### src/rtl/mem_port_arbiter_if.sv
// mem_port_arbiter_if: bundles the fetch requester, data requester and
// memory-side signals of the shared instruction/data memory port.
// The arbiter connects through the slave modport; the pipeline and memory
// model connect through the master modport.
interface mem_port_arbiter_if #(
  parameter int unsigned ADDR_W = 32,
  parameter int unsigned DATA_W = 32
);
  // Fetch (IF stage) requester
  logic              if_req;
  logic [ADDR_W-1:0] if_addr;
  logic              if_done;
  logic [DATA_W-1:0] if_rdata;
  logic              if_stall;

  // Data (MEM stage) requester
  logic              d_req;
  logic              d_we;
  logic [ADDR_W-1:0] d_addr;
  logic [DATA_W-1:0] d_wdata;
  logic [2:0]        d_funct3;
  logic              d_done;
  logic [DATA_W-1:0] d_rdata;
  logic              d_stall;

  // Memory side
  logic              mem_req;
  logic              mem_we;
  logic [ADDR_W-1:0] mem_addr;
  logic [DATA_W-1:0] mem_wdata;
  logic [2:0]        mem_funct3;
  logic              mem_ack;
  logic [DATA_W-1:0] mem_rdata;

  modport slave (
    input  if_req, if_addr,
    output if_done, if_rdata, if_stall,
    input  d_req, d_we, d_addr, d_wdata, d_funct3,
    output d_done, d_rdata, d_stall,
    output mem_req, mem_we, mem_addr, mem_wdata, mem_funct3,
    input  mem_ack, mem_rdata
  );

  modport master (
    output if_req, if_addr,
    input  if_done, if_rdata, if_stall,
    output d_req, d_we, d_addr, d_wdata, d_funct3,
    input  d_done, d_rdata, d_stall,
    input  mem_req, mem_we, mem_addr, mem_wdata, mem_funct3,
    output mem_ack, mem_rdata
  );
endinterface

### src/rtl/mem_port_arbiter.sv
// mem_port_arbiter: shares one unified memory port between instruction fetch
// and the load/store stage using a request/done handshake.
// Data accesses win ties (older instruction); a burst counter bounds how many
// consecutive data grants may pass a pending fetch.
// Optional build macro: MEM_ARB_PERF_EN adds perf_conflicts and
// perf_stall_cycles counter outputs.
module mem_port_arbiter #(
  parameter int unsigned ADDR_W      = 32,
  parameter int unsigned DATA_W      = 32,
  parameter int unsigned DATA_BASE   = 512,
  parameter int unsigned D_BURST_MAX = 4
) (
  input  logic              clk,
  input  logic              rst,
  mem_port_arbiter_if.slave bus
`ifdef MEM_ARB_PERF_EN
  ,
  output logic [31:0]       perf_conflicts,
  output logic [31:0]       perf_stall_cycles
`endif
);

  localparam logic [3:0]        BURST_MAX_C = 4'(D_BURST_MAX);
  localparam logic [ADDR_W-1:0] DATA_BASE_C = ADDR_W'(DATA_BASE);
  localparam logic [2:0]        FUNCT3_WORD = 3'b010;

  typedef enum logic [1:0] {
    ST_IDLE   = 2'd0,
    ST_BUSY_I = 2'd1,
    ST_BUSY_D = 2'd2,
    ST_DONE   = 2'd3
  } state_e;

  state_e            state_q, state_d;
  logic              mem_req_q, mem_req_d;
  logic              mem_we_q, mem_we_d;
  logic [ADDR_W-1:0] mem_addr_q, mem_addr_d;
  logic [DATA_W-1:0] mem_wdata_q, mem_wdata_d;
  logic [2:0]        mem_funct3_q, mem_funct3_d;
  logic              if_done_q, if_done_d;
  logic              d_done_q, d_done_d;
  logic [DATA_W-1:0] if_rdata_q, if_rdata_d;
  logic [DATA_W-1:0] d_rdata_q, d_rdata_d;
  logic [3:0]        dburst_cnt_q, dburst_cnt_d;
  logic              data_win_s;

  // Data addresses live above the data region base; the sum wraps modulo 2^ADDR_W.
  function automatic logic [ADDR_W-1:0] map_data_addr(input logic [ADDR_W-1:0] addr);
    return addr + DATA_BASE_C;
  endfunction

  // Burst counter increment that never exceeds the configured maximum.
  function automatic logic [3:0] burst_inc(input logic [3:0] cnt);
    if (cnt >= BURST_MAX_C) begin
      return BURST_MAX_C;
    end else begin
      return cnt + 4'd1;
    end
  endfunction

  // Data is granted unless a fetch is waiting and the data burst budget is spent.
  assign data_win_s = bus.d_req & (~bus.if_req | (dburst_cnt_q < BURST_MAX_C));

  // Next-state, grant decision and command/response next values.
  always_comb begin
    state_d      = state_q;
    mem_req_d    = mem_req_q;
    mem_we_d     = mem_we_q;
    mem_addr_d   = mem_addr_q;
    mem_wdata_d  = mem_wdata_q;
    mem_funct3_d = mem_funct3_q;
    if_done_d    = 1'b0;
    d_done_d     = 1'b0;
    if_rdata_d   = if_rdata_q;
    d_rdata_d    = d_rdata_q;
    dburst_cnt_d = dburst_cnt_q;

    case (state_q)
      ST_IDLE: begin
        if (data_win_s) begin
          state_d      = ST_BUSY_D;
          mem_req_d    = 1'b1;
          mem_we_d     = bus.d_we;
          mem_addr_d   = map_data_addr(bus.d_addr);
          mem_wdata_d  = bus.d_wdata;
          mem_funct3_d = bus.d_funct3;
          if (bus.if_req) begin
            dburst_cnt_d = burst_inc(dburst_cnt_q);
          end else begin
            dburst_cnt_d = 4'd0;
          end
        end else if (bus.if_req) begin
          state_d      = ST_BUSY_I;
          mem_req_d    = 1'b1;
          mem_we_d     = 1'b0;
          mem_addr_d   = bus.if_addr;
          mem_funct3_d = FUNCT3_WORD;
          dburst_cnt_d = 4'd0;
        end else begin
          state_d      = ST_IDLE;
        end
      end

      ST_BUSY_I: begin
        if (bus.mem_ack) begin
          state_d    = ST_DONE;
          mem_req_d  = 1'b0;
          if_rdata_d = bus.mem_rdata;
          if_done_d  = 1'b1;
        end else begin
          state_d    = ST_BUSY_I;
        end
      end

      ST_BUSY_D: begin
        if (bus.mem_ack) begin
          state_d   = ST_DONE;
          mem_req_d = 1'b0;
          d_rdata_d = bus.mem_rdata;
          d_done_d  = 1'b1;
        end else begin
          state_d   = ST_BUSY_D;
        end
      end

      ST_DONE: begin
        state_d = ST_IDLE;
      end

      default: begin
        state_d   = ST_IDLE;
        mem_req_d = 1'b0;
      end
    endcase
  end

  // FSM state register.
  always_ff @(posedge clk or negedge rst) begin
    if (!rst) begin
      state_q <= ST_IDLE;
    end else begin
      state_q <= state_d;
    end
  end

  // Memory command, response and fairness registers.
  always_ff @(posedge clk or negedge rst) begin
    if (!rst) begin
      mem_req_q    <= 1'b0;
      mem_we_q     <= 1'b0;
      mem_addr_q   <= '0;
      mem_wdata_q  <= '0;
      mem_funct3_q <= 3'b000;
      if_done_q    <= 1'b0;
      d_done_q     <= 1'b0;
      if_rdata_q   <= '0;
      d_rdata_q    <= '0;
      dburst_cnt_q <= 4'd0;
    end else begin
      mem_req_q    <= mem_req_d;
      mem_we_q     <= mem_we_d;
      mem_addr_q   <= mem_addr_d;
      mem_wdata_q  <= mem_wdata_d;
      mem_funct3_q <= mem_funct3_d;
      if_done_q    <= if_done_d;
      d_done_q     <= d_done_d;
      if_rdata_q   <= if_rdata_d;
      d_rdata_q    <= d_rdata_d;
      dburst_cnt_q <= dburst_cnt_d;
    end
  end

  assign bus.mem_req    = mem_req_q;
  assign bus.mem_we     = mem_we_q;
  assign bus.mem_addr   = mem_addr_q;
  assign bus.mem_wdata  = mem_wdata_q;
  assign bus.mem_funct3 = mem_funct3_q;
  assign bus.if_done    = if_done_q;
  assign bus.d_done     = d_done_q;
  assign bus.if_rdata   = if_rdata_q;
  assign bus.d_rdata    = d_rdata_q;

  // Stalls are combinational so the pipeline releases in the done cycle.
  assign bus.if_stall   = bus.if_req & ~if_done_q;
  assign bus.d_stall    = bus.d_req & ~d_done_q;

`ifdef MEM_ARB_PERF_EN
  logic [31:0] perf_conflicts_q;
  logic [31:0] perf_stall_cycles_q;

  // Conflict and stall counters; both wrap naturally at 2^32.
  always_ff @(posedge clk or negedge rst) begin
    if (!rst) begin
      perf_conflicts_q    <= 32'd0;
      perf_stall_cycles_q <= 32'd0;
    end else begin
      if ((state_q == ST_IDLE) && bus.if_req && bus.d_req) begin
        perf_conflicts_q <= perf_conflicts_q + 32'd1;
      end else begin
        perf_conflicts_q <= perf_conflicts_q;
      end
      if (bus.if_stall || bus.d_stall) begin
        perf_stall_cycles_q <= perf_stall_cycles_q + 32'd1;
      end else begin
        perf_stall_cycles_q <= perf_stall_cycles_q;
      end
    end
  end

  assign perf_conflicts    = perf_conflicts_q;
  assign perf_stall_cycles = perf_stall_cycles_q;
`endif

endmodule
### src/flat_wrapper.sv
// flat-port wrapper written by rule: the top's interface ports become plain ports
module mem_port_arbiter_flat 
#(
  parameter int unsigned ADDR_W      = 32,
  parameter int unsigned DATA_W      = 32,
  parameter int unsigned DATA_BASE   = 512,
  parameter int unsigned D_BURST_MAX = 4
)
  (clk, rst, bus_if_req, bus_if_addr, bus_if_done, bus_if_rdata, bus_if_stall, bus_d_req, bus_d_we, bus_d_addr, bus_d_wdata, bus_d_funct3, bus_d_done, bus_d_rdata, bus_d_stall, bus_mem_req, bus_mem_we, bus_mem_addr, bus_mem_wdata, bus_mem_funct3, bus_mem_ack, bus_mem_rdata);
  mem_port_arbiter_if #(.ADDR_W(ADDR_W), .DATA_W(DATA_W)) bus_i ();
  input  logic clk;
  input  logic rst;
  input wire logic [$bits(bus_i.if_req)-1:0] bus_if_req;
  input wire logic [$bits(bus_i.if_addr)-1:0] bus_if_addr;
  output wire logic [$bits(bus_i.if_done)-1:0] bus_if_done;
  output wire logic [$bits(bus_i.if_rdata)-1:0] bus_if_rdata;
  output wire logic [$bits(bus_i.if_stall)-1:0] bus_if_stall;
  input wire logic [$bits(bus_i.d_req)-1:0] bus_d_req;
  input wire logic [$bits(bus_i.d_we)-1:0] bus_d_we;
  input wire logic [$bits(bus_i.d_addr)-1:0] bus_d_addr;
  input wire logic [$bits(bus_i.d_wdata)-1:0] bus_d_wdata;
  input wire logic [$bits(bus_i.d_funct3)-1:0] bus_d_funct3;
  output wire logic [$bits(bus_i.d_done)-1:0] bus_d_done;
  output wire logic [$bits(bus_i.d_rdata)-1:0] bus_d_rdata;
  output wire logic [$bits(bus_i.d_stall)-1:0] bus_d_stall;
  output wire logic [$bits(bus_i.mem_req)-1:0] bus_mem_req;
  output wire logic [$bits(bus_i.mem_we)-1:0] bus_mem_we;
  output wire logic [$bits(bus_i.mem_addr)-1:0] bus_mem_addr;
  output wire logic [$bits(bus_i.mem_wdata)-1:0] bus_mem_wdata;
  output wire logic [$bits(bus_i.mem_funct3)-1:0] bus_mem_funct3;
  input wire logic [$bits(bus_i.mem_ack)-1:0] bus_mem_ack;
  input wire logic [$bits(bus_i.mem_rdata)-1:0] bus_mem_rdata;
  assign bus_i.if_req = bus_if_req;
  assign bus_i.if_addr = bus_if_addr;
  assign bus_if_done = bus_i.if_done;
  assign bus_if_rdata = bus_i.if_rdata;
  assign bus_if_stall = bus_i.if_stall;
  assign bus_i.d_req = bus_d_req;
  assign bus_i.d_we = bus_d_we;
  assign bus_i.d_addr = bus_d_addr;
  assign bus_i.d_wdata = bus_d_wdata;
  assign bus_i.d_funct3 = bus_d_funct3;
  assign bus_d_done = bus_i.d_done;
  assign bus_d_rdata = bus_i.d_rdata;
  assign bus_d_stall = bus_i.d_stall;
  assign bus_mem_req = bus_i.mem_req;
  assign bus_mem_we = bus_i.mem_we;
  assign bus_mem_addr = bus_i.mem_addr;
  assign bus_mem_wdata = bus_i.mem_wdata;
  assign bus_mem_funct3 = bus_i.mem_funct3;
  assign bus_i.mem_ack = bus_mem_ack;
  assign bus_i.mem_rdata = bus_mem_rdata;
  mem_port_arbiter #(.ADDR_W(ADDR_W), .DATA_W(DATA_W), .DATA_BASE(DATA_BASE), .D_BURST_MAX(D_BURST_MAX)) u_core (.clk(clk), .rst(rst), .bus(bus_i));
endmodule
### config.mk
export PLATFORM = sky130hd
export DESIGN_NAME = mem_port_arbiter_flat
export DESIGN_NICKNAME = d
export VERILOG_FILES = /design/src/rtl/mem_port_arbiter_if.sv /design/src/rtl/mem_port_arbiter.sv /design/src/flat_wrapper.sv
export SDC_FILE = /design/constraint.sdc
export NUM_CORES = 1
export LEC_CHECK = 0
export ABC_CLOCK_PERIOD_IN_PS = 1550
export BUFFER_PORTS_ARGS = -buffer_cell sky130_fd_sc_hd__buf_2
export CAP_MARGIN = 20
export CELL_PAD_IN_SITES_DETAIL_PLACEMENT = 1
export CELL_PAD_IN_SITES_GLOBAL_PLACEMENT = 1
export CORE_ASPECT_RATIO = 0.75
export CORE_MARGIN = 2
export CORE_UTILIZATION = 32
export CTS_CLUSTER_DIAMETER = 200
export DETAILED_ROUTE_END_ITERATION = 8
export HOLD_SLACK_MARGIN = 0.1
export PLACE_DENSITY_LB_ADDON = 0.1
export REMOVE_ABC_BUFFERS = 1
export SYNTH_ARGS = -nofsm -noshare
export SYNTH_HDL_FRONTEND = slang
export SYNTH_SLANG_ARGS = --single-unit
### constraint.sdc
create_clock -name clk -period 1.55 [get_ports clk]
set_input_delay 0.155 -clock clk [delete_from_list [all_inputs] [get_ports clk]]
set_output_delay 0.155 -clock clk [all_outputs]
set_load 0.05 [all_outputs]
==> summary.txt <==
Synthesis
  • Netlist cell types: 39
  • Post-synthesis cell area: 6090 um2
  • Post-Syn Instances: 488
  • Sequential area share after synthesis: 58.0%
  • Syn. warnings: 0
  • Post-synthesis area per instance: 12.5 um2
  • FF+latch count, synth: 141

Routing
  • Vias/cell: 4.68
  • Detailed Routing Iterations Pass 1: 4
  • Vias: 5541
  • DRC: 0
  • DR WL/cell: 18.7 um
  • Routed Antenna Nets: 0
  • Iteration-0 DRC Markers: 202
  • Total wire length: 22100 um

Placed design
  • Cell count after placement: 1014
  • Dpl hpwl: 13700 um
  • Placer Congestion: 0.779
  • Port Buffers: 273

Setup path
  • Crit path arrival time: 1870 ps
  • Cell family with most CP delay: flip-flops
  • R2R setup slack: -20 ps
  • Critical Path Sink Type: flop
  • Reg2Reg Depth: 6
  • Slowest cell delay on critical path: 400 ps
  • Crit path depth: 6
  • Worst-path cell chain: inv_2, ha_4, nor2b_4, buf_8, nand2_8, mux2_4
  • Crit path buf inv count: 2
  • Worst Path Required: 1850 ps
  • RR Startpoint: u_core.state_q[1]$_DFF_PN0_
  • Startpoint type of the worst setup path: flop
  • Crit Path Max Fanout: 8
  • CP max-delay cell: dfrtp_1
  • CP Class: reg2reg
  • Reg-to-reg endpoint: u_core.bus.mem_wdata[25]$_DFFE_PN0P_

Cells and area
  • Final std cells w/o fill: 1184
  • Share of layout cells above drive strength 1: 45.9%
  • Fillers: 2029
  • Diode count: 0
  • Area Growth Syn to Fin: 68.0%
  • Nets: 1068

Power
  • Leak Pwr: 4.99 nW
  • Worst VDD drop: 0.00119 V
  • Cell area power density: 2350 nW/um2
  • Tot Pwr: 24.0 mW

Status
  • Outcome: finished, violations left
  • Failing checks: negative setup slack

Timing
  • Final Critical Period: 1570 ps
  • Final setup margin: -17.4 ps
  • # setup viols final: 26
  • Total negative slack: -168 ps
  • Unrepaired setup endpoints after global routing: yes
  • Fmax: 638 MHz
  • Period utilization: 101%
  • Worst-Margin Slew: 306 ps
  • Final Skew: 9.51 ps
  • Slew HR: 79.5%
  • Max-slew violation count: 0
  • Hold Fails Final Rpt: 0

Floorplan
  • Io pins: 274
  • FP Rows: 43
  • Die area: 20200 um2
  • Die W: 163 um
  • Die Ht: 123 um
  • Initial Utilization: 32.8%
  • Core area: 18600 um2

Clock tree
  • CTS root buffer: clkbuf_16
  • Clk Latency, worst-skew pair: 420 ps
  • Maximum clock path buffer count: 2
  • Cts bufs inserted: 17
  • Clk sinks: 141
  • Htree depth: 4
  • TritonCTS clock tree: done
  • Clock-pin transition on the worst setup and hold timing paths: 70 ps

Run
  • Max cap viols: 0

Global routing
  • Largest net degree at the start of global routing: 53
  • GRT Total Usage: 21.1%
  • Number of global-route vias before repair: 6066
  • First-pass GRT wire length: 32700 um
  • Grt ovf: 0
  • Initial antenna violation count: 0

Worst hold path
  • Hold path endpoint: u_core.bus.mem_addr[9]$_DFFE_PN0P_
  • Hold-critical path depth: 4
  • Hold Path Class: in2reg
  • Hold Startpoint: bus_d_addr[9]
[where the power goes]
group          total [mW]  switching [mW]  internal [mW]
registers            6.49           0.981           5.51
clock network        4.18            1.73           2.45
logic                13.3            9.39           3.96
total                24.0            12.1           11.9
[metal layers]
metal / wire length [um] / track usage (%) / vias to the layer above
li1: - / - / 2583
met1: 9570 / 26.1 / 2763
met2: 10900 / 36.1 / 175
met3: 1350 / 6.21 / 20
met4: 279 / 5.75 / 0
met5: 0 / 0 / -
[cells by family (layout without fill, tap and decap cells)]
logic type,after synthesis,count (layout),share of synthesized area (%)
flops,141,141,58.0
buf+inv,31,475,2.92
mux,96,96,17.8
compound gates,63,63,6.19
xor+xnor,19,19,2.73
simple gates,131,136,11.0
fa+ha+maj,7,7,1.44
[cell type report]
class                      count  area, um2  share of cell area [%]
clock buffer                  18        439                    4.29
clock inverter                14        160                    1.57
inverter                       7       28.8                   0.281
multi-input combinational    321       2620                    25.6
sequential                   141       3530                    34.5
tap                          247        309                    3.02
timing repair buffer         436       3140                    30.7
[sequential cells by signal (all words and copies together), names as in the netlist]
| signal | cells |
|---|---|
| u_core.bus.if_done | 1 |
| u_core.state_q | 2 |
| u_core.dburst_cnt_q | 4 |
| u_core.bus.mem_we | 1 |
| u_core.bus.mem_addr | 32 |
| u_core.bus.d_done | 1 |
| u_core.bus.mem_funct3 | 3 |
| u_core.bus.mem_wdata | 32 |
| u_core.bus.mem_req | 1 |
| u_core.bus.d_rdata | 32 |
| u_core.bus.if_rdata | 32 |
[per-stage QoR]
step	worst slack [ps]	util (%)	cell area, um2	hold WS [ps]
finish	-17.4	55.1	10200	126
detailed placement	-112	42.8	7940	39.3
global route	-91.9	55.1	10200	127
CTS	-24.3	53.4	9900	105
global placement	-41.3	42.8	7940	35.3
floorplan	-1680	-	5940	-141
[how the worst max path moves through the flow]
stage                           startpoint                              endpoint  slack [ps]
5_1_grt        u_core.state_q[1]$_DFF_PN0_   u_core.bus.mem_addr[24]$_DFFE_PN0P_         -90
3_5_place_dp   u_core.state_q[0]$_DFF_PN0_   u_core.bus.mem_wdata[4]$_DFFE_PN0P_        -110
6_report       u_core.state_q[1]$_DFF_PN0_  u_core.bus.mem_wdata[25]$_DFFE_PN0P_         -20
2_1_floorplan  u_core.state_q[0]$_DFF_PN0_   u_core.bus.mem_wdata[0]$_DFFE_PN0P_       -1680
3_3_place_gp   u_core.state_q[0]$_DFF_PN0_  u_core.bus.mem_wdata[26]$_DFFE_PN0P_         -40
4_1_cts        u_core.state_q[0]$_DFF_PN0_  u_core.bus.mem_wdata[30]$_DFFE_PN0P_         -20
[timing repair]
item | 4_1_cts | 5_1_grt
hold buffers | 119 | 0
buffers inserted | 4 | 5
gates resized for setup | 23 | 34
pin swaps | 3 | 11
setup endpoints to repair | 81 | 111
gates cloned | 4 | 6
hold endpoints to repair | 276 | 0
[layout by cell type (no fill, tap or decap), types with 6 or more instances in the layout]
| master | n |
|---|---|
| mux2_2 | 25 |
| mux2_4 | 31 |
| o21ai_0 | 6 |
| a31oi_1 | 10 |
| nor2_1 | 28 |
| nand3_1 | 18 |
| xnor2_1 | 7 |
| buf_4 | 23 |
| nand2_1 | 52 |
| dlygate4sd3_1 | 119 |
| mux2_1 | 40 |
| buf_12 | 11 |
| ha_1 | 6 |
| o21ai_1 | 22 |
| buf_2 | 272 |
| dfrtp_1 | 141 |
| nand4_1 | 6 |
| xor2_1 | 12 |
| a21oi_1 | 13 |
| clkbuf_16 | 21 |
[cells in the mapped netlist]
library cell | instances | area, um2
buf_2 | 12 | 60.1
clkbuf_1 | 6 | 22.5
a22oi_1 | 1 | 7.51
nand3_1 | 18 | 90.1
nand2_8 | 1 | 20.0
nor2b_1 | 3 | 18.8
inv_2 | 2 | 7.51
o31ai_1 | 1 | 7.51
nor3_1 | 2 | 10.0
and2_1 | 3 | 18.8
and4_1 | 5 | 43.8
a21oi_1 | 13 | 65.1
buf_4 | 2 | 15.0
and4bb_4 | 1 | 16.3
and3_1 | 5 | 31.3
o21ai_0 | 6 | 30.0
ha_1 | 7 | 87.6
o21ai_1 | 22 | 110
nand4_1 | 6 | 37.5
nor2_1 | 28 | 105
a31oi_1 | 10 | 62.6
mux2_1 | 71 | 800
a22o_1 | 1 | 8.76
nor4_4 | 1 | 21.3
dfrtp_1 | 141 | 3530
xor2_1 | 12 | 105
xnor2_1 | 7 | 61.3
o21ai_2 | 2 | 17.5
nand2_1 | 54 | 203
o211ai_1 | 4 | 30.0
nand4_4 | 1 | 21.3
buf_6 | 3 | 33.8
mux2_2 | 25 | 282
buf_12 | 1 | 20.0
inv_1 | 5 | 18.8
nor4_2 | 1 | 12.5
o22ai_2 | 3 | 37.5
nor3b_1 | 1 | 7.51
nand4_2 | 1 | 12.5
[tightest hold or removal path: cells and delay by family]
kind | cells | cell delay, ps
compound gates | 2 | 180
buf+inv | 1 | 110
simple gates | 1 | 50
No activity file was read; power rests on OpenSTA's default activity.
